==> config.mk <==
export PLATFORM = sky130hd
export DESIGN_NAME = spi_mem_master_ctrl
export DESIGN_NICKNAME = d
export VERILOG_FILES = /design/src/rtl/spi_mem_pkg.sv /design/src/rtl/spi_mem_master_ctrl_sclk_gen.sv /design/src/rtl/spi_mem_master_ctrl.sv
export SDC_FILE = /design/constraint.sdc
export NUM_CORES = 1
export LEC_CHECK = 0
export BUFFER_PORTS_ARGS = -buffer_cell sky130_fd_sc_hd__buf_2
export CORE_ASPECT_RATIO = 1.75
export CORE_UTILIZATION = 44
export CTS_CLUSTER_SIZE = 20
export DETAILED_ROUTE_END_ITERATION = 8
export HOLD_SLACK_MARGIN = 0.15
export PLACE_DENSITY_LB_ADDON = 0.12
export SLEW_MARGIN = 20
export SYNTH_ARGS = -nofsm -noshare
export SYNTH_HDL_FRONTEND = slang
export SYNTH_HIERARCHICAL = 1
export SYNTH_SLANG_ARGS = --single-unit
==> constraint.sdc <==
create_clock -name clk -period 3.2 [get_ports clk]
set_input_delay 0 -clock clk [delete_from_list [all_inputs] [get_ports clk]]
set_output_delay 0 -clock clk [all_outputs]
set_load 0.02 [all_outputs]
==> src/rtl/spi_mem_pkg.sv <==
// Shared types and constants for the SPI memory master.
// Frame layout: command byte, address, data (MSB first).
package spi_mem_pkg;

  typedef enum logic [1:0] {
    IDLE,
    SHIFT,
    HOLD,
    GAP
  } state_t;

  localparam logic [7:0] CMD_WRITE = 8'h02;
  localparam logic [7:0] CMD_READ  = 8'h03;

  function automatic int frame_w(input int addr_w, input int data_w);
    return 8 + addr_w + data_w;
  endfunction

endpackage

==> src/rtl/spi_mem_master_ctrl_sclk_gen.sv <==
// Frame-bounded sclk divider: half-period of CLK_DIV clk cycles.
// Strobes mark the clk edge on which sclk rises or falls.
module spi_sclk_gen #(
  parameter int CLK_DIV = 2
) (
  input  logic clk,
  input  logic rst,
  input  logic en,
  input  logic toggle,
  output logic sclk,
  output logic tick,
  output logic rise_stb,
  output logic fall_stb
);

  localparam int DW = (CLK_DIV > 1) ? $clog2(CLK_DIV) : 1;
  localparam logic [DW-1:0] DIV_LAST = DW'(CLK_DIV - 1);

  logic [DW-1:0] div;

  assign tick     = en && (div == DIV_LAST);
  assign rise_stb = tick && toggle && !sclk;
  assign fall_stb = tick && toggle && sclk;

  // half-period counter; sclk parks low whenever disabled
  always_ff @(posedge clk or posedge rst) begin
    if (rst) begin
      div  <= '0;
      sclk <= 1'b0;
    end else if (!en) begin
      div  <= '0;
      sclk <= 1'b0;
    end else if (tick) begin
      div  <= '0;
      sclk <= toggle ? ~sclk : 1'b0;
    end else begin
      div  <= div + DW'(1);
    end
  end

endmodule

==> src/rtl/spi_mem_master_ctrl.sv <==
// SPI mode-0 master issuing read/write frames to an SPI memory.
// Define SPI_CS_GAP_EN to enforce CS_GAP idle cycles between frames.
module spi_mem_master_ctrl
  import spi_mem_pkg::*;
#(
  parameter int CLK_DIV = 2,
  parameter int ADDR_W  = 8,
  parameter int DATA_W  = 16,
  parameter int CS_GAP  = 4
) (
  input  logic              clk,
  input  logic              rst,
  input  logic              req_valid,
  output logic              req_ready,
  input  logic              req_write,
  input  logic [ADDR_W-1:0] req_addr,
  input  logic [DATA_W-1:0] req_wdata,
  output logic              rsp_valid,
  output logic [DATA_W-1:0] rsp_rdata,
  output logic              busy,
  output logic              cs,
  output logic              sclk,
  output logic              mosi,
  input  logic              miso
);

  localparam int FW = frame_w(ADDR_W, DATA_W);
  localparam int BW = $clog2(FW);
  localparam logic [BW-1:0] BIT_TOP  = BW'(FW - 1);
  localparam logic [BW-1:0] DATA_TOP = BW'(DATA_W - 1);

  state_t state, nstate;

  logic [FW-1:0]     frame;
  logic [FW-1:0]     sh;
  logic [DATA_W-1:0] rx;
  logic [BW-1:0]     bitcnt;
  logic              wr;
  logic              accept;
  logic              last_fall;
  logic              done;
  logic              gen_en;
  logic              gen_tog;
  logic              tick;
  logic              rise_stb;
  logic              fall_stb;

  assign frame = {req_write ? CMD_WRITE : CMD_READ,
                  req_addr,
                  req_write ? req_wdata : '0};

  assign accept    = req_valid && req_ready;
  assign last_fall = fall_stb && (bitcnt == '0);
  assign done      = (state == HOLD) && tick;
  assign gen_en    = (state == SHIFT) || (state == HOLD);
  assign gen_tog   = (state == SHIFT);

  spi_sclk_gen #(
    .CLK_DIV(CLK_DIV)
  ) u_sclk (
    .clk     (clk),
    .rst     (rst),
    .en      (gen_en),
    .toggle  (gen_tog),
    .sclk    (sclk),
    .tick    (tick),
    .rise_stb(rise_stb),
    .fall_stb(fall_stb)
  );

`ifdef SPI_CS_GAP_EN
  localparam int GW = (CS_GAP > 1) ? $clog2(CS_GAP) : 1;

  logic [GW-1:0] gap_cnt;

  // count down the enforced cs-high interval
  always_ff @(posedge clk or posedge rst) begin
    if (rst) begin
      gap_cnt <= '0;
    end else if (done) begin
      gap_cnt <= GW'(CS_GAP - 1);
    end else if (state == GAP && gap_cnt != '0) begin
      gap_cnt <= gap_cnt - GW'(1);
    end
  end
`endif

  // state register
  always_ff @(posedge clk or posedge rst) begin
    if (rst) begin
      state <= IDLE;
    end else begin
      state <= nstate;
    end
  end

  // next state and handshake outputs
  always_comb begin
    nstate    = state;
    req_ready = 1'b0;
    busy      = 1'b1;
    unique case (state)
      IDLE: begin
        busy      = 1'b0;
        req_ready = !rsp_valid;
        if (req_valid && !rsp_valid) begin
          nstate = SHIFT;
        end
      end
      SHIFT: begin
        if (last_fall) begin
          nstate = HOLD;
        end
      end
      HOLD: begin
        if (tick) begin
`ifdef SPI_CS_GAP_EN
          nstate = GAP;
`else
          nstate = IDLE;
`endif
        end
      end
      GAP: begin
`ifdef SPI_CS_GAP_EN
        if (gap_cnt == '0) begin
          nstate = IDLE;
        end
`else
        nstate = IDLE;
`endif
      end
      default: nstate = IDLE;
    endcase
  end

  // shift-out, capture and response registers
  always_ff @(posedge clk or posedge rst) begin
    if (rst) begin
      cs        <= 1'b1;
      mosi      <= 1'b0;
      sh        <= '0;
      rx        <= '0;
      bitcnt    <= '0;
      wr        <= 1'b0;
      rsp_valid <= 1'b0;
      rsp_rdata <= '0;
    end else begin
      rsp_valid <= 1'b0;
      if (accept) begin
        cs     <= 1'b0;
        mosi   <= frame[FW-1];
        sh     <= {frame[FW-2:0], 1'b0};
        rx     <= '0;
        bitcnt <= BIT_TOP;
        wr     <= req_write;
      end
      if (rise_stb && bitcnt <= DATA_TOP) begin
        rx <= {rx[DATA_W-2:0], miso};
      end
      if (fall_stb) begin
        sh <= {sh[FW-2:0], 1'b0};
        if (last_fall) begin
          mosi <= 1'b0;
        end else begin
          mosi   <= sh[FW-1];
          bitcnt <= bitcnt - BW'(1);
        end
      end
      if (done) begin
        cs        <= 1'b1;
        rsp_valid <= 1'b1;
        rsp_rdata <= wr ? '0 : rx;
      end
    end
  end

endmodule

==> run summary <==
H-tree depth -> 3
Synth cell types -> 33
Synth Flop Type -> dfrtp_1
clock-pin slew on the worst setup and hold paths -> 0.05 ns
area grow syn2layout -> 27.78%
total negative slack -> 0 ns
kind of critical path -> reg2reg
worst vdd ir -> 0.0006837 V
Worst Setup End Kind -> flop
Core ar. -> 0.007284 mm²
GRT Resource Usage Total -> 19.52%
Max-slew headroom -> 31.00%
min Tclk post-route -> 2.229 ns
status -> complete, no violations
routed wire length per instance -> 13.18 µm
pwr dens -> 733.0 mW/mm²
die extent in y -> 117.8 µm
Syn Nets -> 384
Die Width -> 68.15 µm
ANT nets after route -> 0
# setup viols final -> 0
final hold violations -> 0
first-pass GRT wire length -> 11740 µm
Final #Nets -> 458
Fin Clk Skew -> 0.007619 ns
CP Launch Type -> flop
Mapped Area -> 0.003369 mm²
fin. max-slew vios -> 0
Overflow after GRT -> 0
Min Hold Slack -> 0.2237 ns
routability congestion estimate -> 0.7227
CP arrival -> 2.47 ns
busiest layer in global routing -> met2
later-pin clock latency in the skew report -> 0.33 ns
worst slew pin tran -> 1.033 ns
PortBufs -> 50
total power -> 3.156 mW
largest net degree at the start of global routing -> 35
Synth top area share -> 55.70%
hpwl dp -> 4571 µm
GR Util met2 -> 32.84%
clock sinks -> 76
average cell area after synthesis -> 9.682 µm²
most frequent cell after synthesis -> dfrtp_1
number of flops mapped to enable cells by yosys -> 0
1st-iter DRT viols -> 154
Via density -> 5.177
register area share after synthesis -> 56.48%
first-pass iteration count of the detailed router -> 4
FF+latch count, synth -> 76
diode count -> 0
FMAX -> 0.4486 GHz
Ports -> 51
Crit Path Max Fanout -> 33
ys async rst share -> 100.0%
Synth top cells by count -> dfrtp_1 (75), nand2_1 (65), o21ai_1 (28), inv_1 (25), o21ai_0 (23)
period utilization -> 69.66%
leakage power -> 2.024 nW
CTS tree -> done
CTS buffer count -> 9
Max clock buf depth -> 2
Hold WC Path Type -> in2async
Final Util -> 59.10%
initial antenna violation count -> 0
initial core utilization -> 46.26%
share of layout cells above drive strength 1 -> 19.67%
CTS root buf -> clkbuf_16
Syn Inst Count -> 348
area of the die -> 0.008026 mm²
Yosys warnings -> 6
met1 Resource Use GR -> 22.22%
max cap viols -> 0
post-synth top area cell -> dfrtp_1
total number of vias -> 2656
row count -> 41
met3 usage -> 2.907%
final wirelength -> 6760 µm
Synth area leaders -> dfrtp_1 (56%), nand2_1 (7.2%), o21ai_1 (4.2%), o31ai_1 (3.6%), o21ai_0 (3.4%)
RSZ-0062 raised after global routing -> no
DRC viols -> 0
# Post-CTS Setup Buffers -> 0
required time of the critical path -> 3.44 ns
vias in the first global route -> 2655
-- registers in the layout, indices dropped and copies added, names as in the netlist --
register and count:
wr 1, rsp_valid 1, cs 1, rsp_rdata 16
state 2, mosi 1, u_sclk/div 1, u_sclk/sclk 1
bitcnt 5, rx 16, sh 31
-- worst paths after layout --
| path | start | slack, ns | depth (start not counted) | end |
|---|---|---|---|---|
| min in group clk | req_valid | 0.35 | 4 | state[1]$_DFFE_PP0P_ |
| min | rst | 0.22 | 3 | rsp_rdata[11]$_DFFE_PP0P_ |
| max in group asynchronous | rst | 2.21 | 4 | cs$_DFFE_PP1P_ |
| max reg2reg | state[0]$_DFFE_PP0P_ | 0.97 | 8 | bitcnt[2]$_DFF_PP0_ |
| max | state[0]$_DFFE_PP0P_ | 0.97 | 8 | bitcnt[2]$_DFF_PP0_ |
| min reg2reg | rsp_rdata[14]$_DFFE_PP0P_ | 0.47 | 2 | rsp_rdata[14]$_DFFE_PP0P_ |
-- cells in the final DEF (no fill, tap or decap), types with 4 or more instances in the layout --
cell type / n
nand2_1: 65
nand3_1: 19
ha_1: 7
dfrtp_1: 75
nor2_1: 4
dlygate4sd3_1: 29
a21oi_1: 16
clkbuf_16: 9
buf_2: 50
o21ai_1: 27
o21ai_0: 23
nor2b_1: 4
o31ai_1: 16
and3_1: 15
buf_4: 7
inv_1: 24
mux2i_1: 9
-- layer usage --
| layer | up-vias | share of wire [%] |
|---|---|---|
| met5 | - | 0 |
| met4 | 0 | 3.1 |
| met3 | 13 | 1.7 |
| met2 | 47 | 53 |
| met1 | 1262 | 43 |
| li1 | 1334 | - |
-- layout make-up --
class | instances | area (µm²)
inverters | 26 | 97.59
multi-input cells | 223 | 1292
clock inverters | 5 | 78.83
fillers | 664 | 2979
flip-flops and latches | 76 | 1903
well taps | 86 | 107.6
repair buffers | 86 | 593.1
clock buffers | 11 | 232.7
-- power breakdown --
part | total (mW) | internal (mW) | switching [mW]
clock | 1.06 | 0.681 | 0.380
combinational | 0.783 | 0.334 | 0.449
sequential | 1.31 | 1.17 | 0.145
-- metrics by stage --
stage / area [µm²] / instances / worst slack [ns]
6_report: 4305 / 513 / 0.9709
3_5_place_dp: 3696 / 468 / 0.9664
2_1_floorplan: 3369 / 348 / 0.9730
3_3_place_gp: 3696 / 468 / 1.063
4_1_cts: 4298 / 513 / 0.9640
5_1_grt: 4305 / 513 / 0.6883
-- repair_timing --
action                    4_1_cts  5_1_grt
gates resized for setup         0        0
hold buffers                   29        0
hold endpoints to repair       70        0
-- cells by family after synthesis --
logic type | share of synthesized area, %
compound gates | 16.00
fa+ha+maj | 2.599
buf+inv | 5.533
flops | 56.48
mux | 3.565
simple gates | 15.82
-- worst max-delay path, cell delays in order, from the launching register on --
cell	delay [ns]
dfrtp_1	0.40
inv_1	0.11
ha_1	0.37
and2_4	0.17
and3_2	0.21
buf_4	0.30
o21a_2	0.27
nor2_1	0.07
o31ai_1	0.23
(Power assumes the default switching activity.)
